==> src/rtl/tree_path_resolver_if.sv <==
// Bundle of the three resolver channels: identifier beats in, tree-memory
// read port out, and the resolved result out. "slave" is the resolver side,
// "master" is the surrounding environment (parser, memory, consumer).
interface tree_path_resolver_if #(
  parameter int IDENTIFIER_SIZE     = 8,
  parameter int NODE_ADDR_SIZE      = 8,
  parameter int MAX_NODES_PER_LEVEL = 4,
  parameter int NUM_MSG_HIERARCHY   = 4
);
  localparam int NODE_SIZE = IDENTIFIER_SIZE + NODE_ADDR_SIZE*(MAX_NODES_PER_LEVEL+1);
  localparam int DEPTH_W   = $clog2(NUM_MSG_HIERARCHY+1);

  logic                       id_valid;
  logic                       id_ready;
  logic [IDENTIFIER_SIZE-1:0] id_data;
  logic                       id_last;

  logic                       mem_rd_en;
  logic [NODE_ADDR_SIZE-1:0]  mem_rd_addr;
  logic [NODE_SIZE-1:0]       mem_rd_data;

  logic                       res_valid;
  logic                       res_ready;
  logic [NODE_ADDR_SIZE-1:0]  res_addr;
  logic                       res_found;
  logic [DEPTH_W-1:0]         res_depth;

  modport master (
    output id_valid, id_data, id_last, mem_rd_data, res_ready,
    input  id_ready, mem_rd_en, mem_rd_addr, res_valid, res_addr, res_found, res_depth
  );

  modport slave (
    input  id_valid, id_data, id_last, mem_rd_data, res_ready,
    output id_ready, mem_rd_en, mem_rd_addr, res_valid, res_addr, res_found, res_depth
  );
endinterface

==> src/rtl/tree_path_resolver.sv <==
// Walks the builder's tree memory from the root, one hierarchy level per
// identifier beat, and reports the deepest matched node, a found flag and
// the matched depth. Read-only user of a single synchronous read port.
module tree_path_resolver #(
  parameter int IDENTIFIER_SIZE     = 8,
  parameter int NODE_ADDR_SIZE      = 8,
  parameter int MAX_NODES_PER_LEVEL = 4,
  parameter int NUM_MSG_HIERARCHY   = 4
) (
  input logic                clk,
  input logic                rst_n,
  tree_path_resolver_if.slave bus
);
  localparam int NODE_SIZE = IDENTIFIER_SIZE + NODE_ADDR_SIZE*(MAX_NODES_PER_LEVEL+1);
  localparam int DEPTH_W   = $clog2(NUM_MSG_HIERARCHY+1);
  localparam int SLOT_W    = (MAX_NODES_PER_LEVEL > 1) ? $clog2(MAX_NODES_PER_LEVEL) : 1;
  localparam logic [DEPTH_W-1:0] MAX_DEPTH = DEPTH_W'(NUM_MSG_HIERARCHY);

  typedef enum logic [2:0] {
    S_IDLE,
    S_PARENT,
    S_PROBE,
    S_DRAIN,
    S_RESP
  } state_t;

  state_t                     r_state;
  logic                       r_id_ready;
  logic                       r_res_valid;
  logic                       r_res_found;
  logic [IDENTIFIER_SIZE-1:0] r_id;
  logic                       r_last;
  logic [NODE_ADDR_SIZE-1:0]  r_cur_addr;
  logic [DEPTH_W-1:0]         r_depth;
  logic [SLOT_W-1:0]          r_slot;
  logic [NODE_ADDR_SIZE-1:0]  r_child [MAX_NODES_PER_LEVEL];

  logic [NODE_ADDR_SIZE-1:0]  w_mem_child [MAX_NODES_PER_LEVEL];
  logic [IDENTIFIER_SIZE-1:0] w_mem_id;
  logic                       w_unused_parent;
  logic [SLOT_W-1:0]          w_next_slot;
  logic                       w_has_next;
  logic                       w_match;
  logic                       w_accept;
  logic                       w_at_max;
  logic                       w_rd_en;
  logic [NODE_ADDR_SIZE-1:0]  w_rd_addr;

  // Split the node word into its child slots and identifier.
  always_comb begin
    for (int unsigned k = 0; k < MAX_NODES_PER_LEVEL; k++) begin
      w_mem_child[k] = bus.mem_rd_data[k*NODE_ADDR_SIZE +: NODE_ADDR_SIZE];
    end
    w_mem_id = bus.mem_rd_data[NODE_SIZE-1 -: IDENTIFIER_SIZE];
  end

  // Parent pointer is not needed for a top-down walk.
  assign w_unused_parent = ^bus.mem_rd_data[MAX_NODES_PER_LEVEL*NODE_ADDR_SIZE +: NODE_ADDR_SIZE];

  assign w_next_slot = r_slot + SLOT_W'(1);
  assign w_has_next  = ((int'(r_slot) + 1) < MAX_NODES_PER_LEVEL) && (r_child[w_next_slot] != '0);
  // Identifier 0 never names a real node, so it can never match.
  assign w_match     = (w_mem_id == r_id) && (r_id != '0);
  assign w_accept    = r_id_ready && bus.id_valid;
  assign w_at_max    = (r_depth == MAX_DEPTH);

  // Read strobe/address are decoded from the registered state so that the
  // node word for the next probe lands exactly one cycle after the decision;
  // a registered strobe would add a cycle per level.
  always_comb begin
    w_rd_en   = 1'b0;
    w_rd_addr = r_cur_addr;
    case (r_state)
      S_IDLE: begin
        w_rd_en = w_accept && !w_at_max;
      end
      S_PARENT: begin
        w_rd_addr = w_mem_child[0];
        w_rd_en   = (w_mem_child[0] != '0);
      end
      S_PROBE: begin
        w_rd_addr = r_child[w_next_slot];
        w_rd_en   = !w_match && w_has_next;
      end
      default: begin
        w_rd_en = 1'b0;
      end
    endcase
  end

  // Walk controller: accepts beats, scans child slots, drains, responds.
  always_ff @(posedge clk or negedge rst_n) begin
    if (!rst_n) begin
      r_state     <= S_IDLE;
      r_id_ready  <= 1'b0;
      r_res_valid <= 1'b0;
      r_res_found <= 1'b0;
      r_id        <= '0;
      r_last      <= 1'b0;
      r_cur_addr  <= '0;
      r_depth     <= '0;
      r_slot      <= '0;
      for (int unsigned k = 0; k < MAX_NODES_PER_LEVEL; k++) begin
        r_child[k] <= '0;
      end
    end else begin
      case (r_state)
        S_IDLE: begin
          if (w_accept) begin
            r_id   <= bus.id_data;
            r_last <= bus.id_last;
            if (!w_at_max) begin
              r_id_ready <= 1'b0;
              r_state    <= S_PARENT;
            end else if (bus.id_last) begin
              r_id_ready  <= 1'b0;
              r_res_valid <= 1'b1;
              r_res_found <= 1'b0;
              r_state     <= S_RESP;
            end else begin
              r_id_ready <= 1'b1;
              r_state    <= S_DRAIN;
            end
          end else begin
            r_id_ready <= 1'b1;
          end
        end

        S_PARENT: begin
          for (int unsigned k = 0; k < MAX_NODES_PER_LEVEL; k++) begin
            r_child[k] <= w_mem_child[k];
          end
          r_slot <= '0;
          if (w_mem_child[0] != '0) begin
            r_state <= S_PROBE;
          end else if (r_last) begin
            r_res_valid <= 1'b1;
            r_res_found <= 1'b0;
            r_state     <= S_RESP;
          end else begin
            r_id_ready <= 1'b1;
            r_state    <= S_DRAIN;
          end
        end

        S_PROBE: begin
          if (w_match) begin
            r_cur_addr <= r_child[r_slot];
            r_depth    <= r_depth + DEPTH_W'(1);
            if (r_last) begin
              r_res_valid <= 1'b1;
              r_res_found <= 1'b1;
              r_state     <= S_RESP;
            end else begin
              r_id_ready <= 1'b1;
              r_state    <= S_IDLE;
            end
          end else if (w_has_next) begin
            r_slot <= w_next_slot;
          end else if (r_last) begin
            r_res_valid <= 1'b1;
            r_res_found <= 1'b0;
            r_state     <= S_RESP;
          end else begin
            r_id_ready <= 1'b1;
            r_state    <= S_DRAIN;
          end
        end

        S_DRAIN: begin
          if (w_accept && bus.id_last) begin
            r_id_ready  <= 1'b0;
            r_res_valid <= 1'b1;
            r_res_found <= 1'b0;
            r_state     <= S_RESP;
          end
        end

        S_RESP: begin
          if (bus.res_ready) begin
            r_res_valid <= 1'b0;
            r_res_found <= 1'b0;
            r_cur_addr  <= '0;
            r_depth     <= '0;
            r_id_ready  <= 1'b1;
            r_state     <= S_IDLE;
          end
        end

        default: begin
          r_state <= S_IDLE;
        end
      endcase
    end
  end

  assign bus.id_ready    = r_id_ready;
  assign bus.mem_rd_en   = w_rd_en;
  assign bus.mem_rd_addr = w_rd_addr;
  assign bus.res_valid   = r_res_valid;
  assign bus.res_addr    = r_cur_addr;
  assign bus.res_found   = r_res_found;
  assign bus.res_depth   = r_depth;
endmodule

==> src/flat_wrapper.sv <==
// flat-port wrapper written by rule: the top's interface ports become plain ports
module tree_path_resolver_flat 
#(
  parameter int IDENTIFIER_SIZE     = 8,
  parameter int NODE_ADDR_SIZE      = 8,
  parameter int MAX_NODES_PER_LEVEL = 4,
  parameter int NUM_MSG_HIERARCHY   = 4
)
  (clk, rst_n, bus_id_valid, bus_id_data, bus_id_last, bus_mem_rd_data, bus_res_ready, bus_id_ready, bus_mem_rd_en, bus_mem_rd_addr, bus_res_valid, bus_res_addr, bus_res_found, bus_res_depth);
  tree_path_resolver_if #(.IDENTIFIER_SIZE(IDENTIFIER_SIZE), .NODE_ADDR_SIZE(NODE_ADDR_SIZE), .MAX_NODES_PER_LEVEL(MAX_NODES_PER_LEVEL), .NUM_MSG_HIERARCHY(NUM_MSG_HIERARCHY)) bus_i ();
  input logic clk;
  input logic rst_n;
  input wire logic [$bits(bus_i.id_valid)-1:0] bus_id_valid;
  input wire logic [$bits(bus_i.id_data)-1:0] bus_id_data;
  input wire logic [$bits(bus_i.id_last)-1:0] bus_id_last;
  input wire logic [$bits(bus_i.mem_rd_data)-1:0] bus_mem_rd_data;
  input wire logic [$bits(bus_i.res_ready)-1:0] bus_res_ready;
  output wire logic [$bits(bus_i.id_ready)-1:0] bus_id_ready;
  output wire logic [$bits(bus_i.mem_rd_en)-1:0] bus_mem_rd_en;
  output wire logic [$bits(bus_i.mem_rd_addr)-1:0] bus_mem_rd_addr;
  output wire logic [$bits(bus_i.res_valid)-1:0] bus_res_valid;
  output wire logic [$bits(bus_i.res_addr)-1:0] bus_res_addr;
  output wire logic [$bits(bus_i.res_found)-1:0] bus_res_found;
  output wire logic [$bits(bus_i.res_depth)-1:0] bus_res_depth;
  assign bus_i.id_valid = bus_id_valid;
  assign bus_i.id_data = bus_id_data;
  assign bus_i.id_last = bus_id_last;
  assign bus_i.mem_rd_data = bus_mem_rd_data;
  assign bus_i.res_ready = bus_res_ready;
  assign bus_id_ready = bus_i.id_ready;
  assign bus_mem_rd_en = bus_i.mem_rd_en;
  assign bus_mem_rd_addr = bus_i.mem_rd_addr;
  assign bus_res_valid = bus_i.res_valid;
  assign bus_res_addr = bus_i.res_addr;
  assign bus_res_found = bus_i.res_found;
  assign bus_res_depth = bus_i.res_depth;
  tree_path_resolver #(.IDENTIFIER_SIZE(IDENTIFIER_SIZE), .NODE_ADDR_SIZE(NODE_ADDR_SIZE), .MAX_NODES_PER_LEVEL(MAX_NODES_PER_LEVEL), .NUM_MSG_HIERARCHY(NUM_MSG_HIERARCHY)) u_core (.clk(clk), .rst_n(rst_n), .bus(bus_i));
endmodule
==> config.mk <==
export PLATFORM = sky130hd
export DESIGN_NAME = tree_path_resolver_flat
export DESIGN_NICKNAME = d
export VERILOG_FILES = /design/src/rtl/tree_path_resolver_if.sv /design/src/rtl/tree_path_resolver.sv /design/src/flat_wrapper.sv
export SDC_FILE = /design/constraint.sdc
export NUM_CORES = 1
export LEC_CHECK = 0
export CORE_MARGIN = 5
export CORE_UTILIZATION = 45
export CTS_BUF_LIST = sky130_fd_sc_hd__clkbuf_8 sky130_fd_sc_hd__clkbuf_16
export DETAILED_ROUTE_END_ITERATION = 6
export PLACE_DENSITY = 0.84
export SLEW_MARGIN = 20
export SYNTH_ARGS = -nofsm -noshare
export SYNTH_HDL_FRONTEND = slang
export SYNTH_SLANG_ARGS = --single-unit
==> constraint.sdc <==
create_clock -name clk -period 2.85 [get_ports clk]
set_input_delay 0.57 -clock clk [delete_from_list [all_inputs] [get_ports clk]]
set_output_delay 0.57 -clock clk [all_outputs]
set_load 0.03 [all_outputs]
==> metrics <==
worst min path class=input pin to asynchronous set/reset pin; Chip Height=~95 um; worst path cell trace=ha_4, buf_6, mux4_2, nor4_4, nand2_1, nand4b_4, nand2_2, buf_6; DIE WIDTH=95.2 um; Placeable Area=about 7200 sq um; row cnt=31; worst stage delay on the critical path=0.44 ns; WP data required=2.28 ns; vias in the first global route=2964; status=finished, final reports clean; clk slew on worst S/H paths=0.07 ns; Total Wirelength=8610 um; RSZ-0062 raised after global routing=true; Finish-stage setup viols=0; Leak=~2.1 nW; layer with the highest usage=met2; All-Layer GR Usage=slightly below 20%; Crit Path Max Fanout=5; Synth warnings=0; Post-Synthesis Cells=335; initial antenna violation count=0; number of max-cap violations=0; Initial Util=45.5%; # H-tree levels=3; Synth Register Bits=60; Critical Path AT=2.26 ns; placed cells=516; die area=about 9100 sq um; M1 GR Usage=23.6%; Top FF cell, synth=dfrtp_1; IO Port Bufs=75; CP max-delay cell=dfrtp_2; DPL Wire Length=6350 um; Final Power=between 4 and 5 mW; commonest cells after routing, fill and taps aside=127 x nand2_1, 65 x clkdlybuf4s50_1, 57 x dfrtp_1, 24 x buf_4, 14 x mux4_2; Pins Over Slew Limit=0; via count=2847; Netlist cell types=45; Max Clock Skew=approximately 0.011 ns; Worst setup SP type=flop; Synth-to-Final Area Change=37.2%; Peak Freq=353 MHz; CTS tree=yes; DR DRC count=0; CTS Sinks=60; cell area after synthesis=3270 sq um; setup TNS=0 ns; peak supply drop=approximately 0.34 mV; Crit Path Category=flop to primary output; Setup crit end kind=primary output; Synth Net Count=399; Power Density=about 1100 nW/um^2; Non-Filler Instances=532; first-pass GRT wire length=roughly 14000 um; I/O Pins=84; fraction of registers with async set/reset=100%; post-CTS setup buffers=0; clock tree root buffer cell=clkbuf_8; CTS Hold Buffers Added=0; met3 Use GR=about 5.1%; Final Critical Period=2.83 ns; drt first-iter violations=150; worst-margin pin slew=between 0.7 and 0.8 ns; Total Nets Final=~490; largest net degree at the start of global routing=61; share of layout cells above drive strength 1=18.0%; commonest non-fill, non-tap cell in the layout=nand2_1; Inserted Diodes=0; CP most frequent cell=buf_6; global route total overflow=0; antenna-violating nets left=0; GP Congestion=0.883; register area share after synthesis=46.0%; final hold violation count=0; clk buf depth=2; first drt pass iteration count=4; met2 Usage GRT=approximately 32%; Rel. slew slack=50.3%; number of CTS-inserted buffers=9; Post-synth EDFFs=0; worst skew pair latency=0.34 ns; synthesized area per cell=9.75 sq um; via-per-instance ratio=between 5 and 6; drt wl/cell=16.2 um; Final Cycle Share=99.3%
per-stage QoR:
stage | setup slack [ns] | util [%] | hold WS, ns | area (sq um)
2_1_floorplan | 0.291 | - | 0.274 | 3270
3_3_place_gp | -0.303 | 59.2 | 0.471 | 4250
3_5_place_dp | -0.336 | 59.2 | 0.487 | 4250
4_1_cts | -0.0613 | 62.2 | 0.409 | 4460
5_1_grt | -0.0263 | 62.4 | 0.458 | 4480
6_report | 0.0189 | 62.4 | 0.382 | 4480
layer usage:
metal / vias to the layer above / routed length (um)
li1: 1349 / -
met1: 1381 / 3600
met2: 100 / 4170
met3: 17 / 666
met4: 0 / 175
met5: - / 0
timing repair:
item / 4_1_cts / 5_1_grt
cloned: 0 / 0
pin swaps: 2 / 2
gates resized for setup: 18 / 14
endpoints found under the setup margin: 8 / 2
worst max-delay path, delay by kind of cell, from the launching register on:
family / cells / cell delay [ns]
simple gates: 4 / 0.61
flops: 1 / 0.44
mux: 1 / 0.34
fa+ha+maj: 1 / 0.28
buf+inv: 2 / 0.25
power breakdown:
group,leakage (nW),internal [mW],switching [mW],total (mW)
registers,0.743,1.21,0.345,1.55
clock network,0.109,0.445,0.327,0.772
logic,1.21,1.25,1.36,2.61
synth_stat cells, types with 2 or more instances:
cell	instances	share of area, %
nor3b_1	2	0.46
o21ai_0	8	1.2
a21oi_1	8	1.2
clkbuf_1	16	1.8
nand2b_1	2	0.38
a31oi_1	3	0.57
inv_1	5	0.57
nor4_1	5	0.96
ha_1	3	1.1
mux2_1	2	0.69
mux4_1	8	6.4
nand3_1	12	1.8
nor3_1	3	0.46
xor2_1	6	1.6
xnor2_1	2	0.54
mux2_2	9	3.1
mux2i_1	2	0.61
or4_1	2	0.46
a22o_1	8	2.1
nor2b_1	3	0.57
mux4_2	8	5.5
nor2_1	9	1.0
dfrtp_1	60	46
nand2_1	128	15
area by class of cell:
type / instances / area (sq um)
clock inverters: 5 / 50.0
well taps: 99 / 124
flip-flops and latches: 60 / 1510
multi-input cells: 251 / 1680
inverters: 6 / 22.5
repair buffers: 100 / 943
fillers: 573 / 2700
clock buffers: 11 / 151
final timing paths:
| check | from | end | slack, ns | cells past startpoint |
|---|---|---|---|---|
| min in group clk | u_core.r_child[30] | u_core.r_child[30] | 0.51 | 2 |
| max in group asynchronous | rst_n | u_core.r_slot[0] | 1.92 | 2 |
| max reg2reg | u_core.r_slot[0] | u_core.bus.res_found | 0.35 | 9 |
| min reg2reg | u_core.r_child[30] | u_core.r_child[30] | 0.51 | 2 |
| min | rst_n | u_core.r_state[2] | 0.38 | 2 |
| max | u_core.r_slot[0] | bus_mem_rd_en | 0.02 | 8 |
registers in the layout, indices dropped and copies added (netlist names), 2 cells and up:
register	cells
u_core.r_child	32
u_core.bus.res_addr	8
u_core.r_id	8
u_core.bus.res_depth	3
u_core.r_state	3
u_core.r_slot	2
kinds of logic after synthesis:
family | Yosys count | share of synthesized area (%)
mux | 29 | 16.4
buf+inv | 24 | 3.03
flops | 60 | 46.0
xor+xnor | 8 | 2.15
compound gates | 37 | 7.70
fa+ha+maj | 3 | 1.15
simple gates | 174 | 23.6
Power figures use the tool's default switching activity.
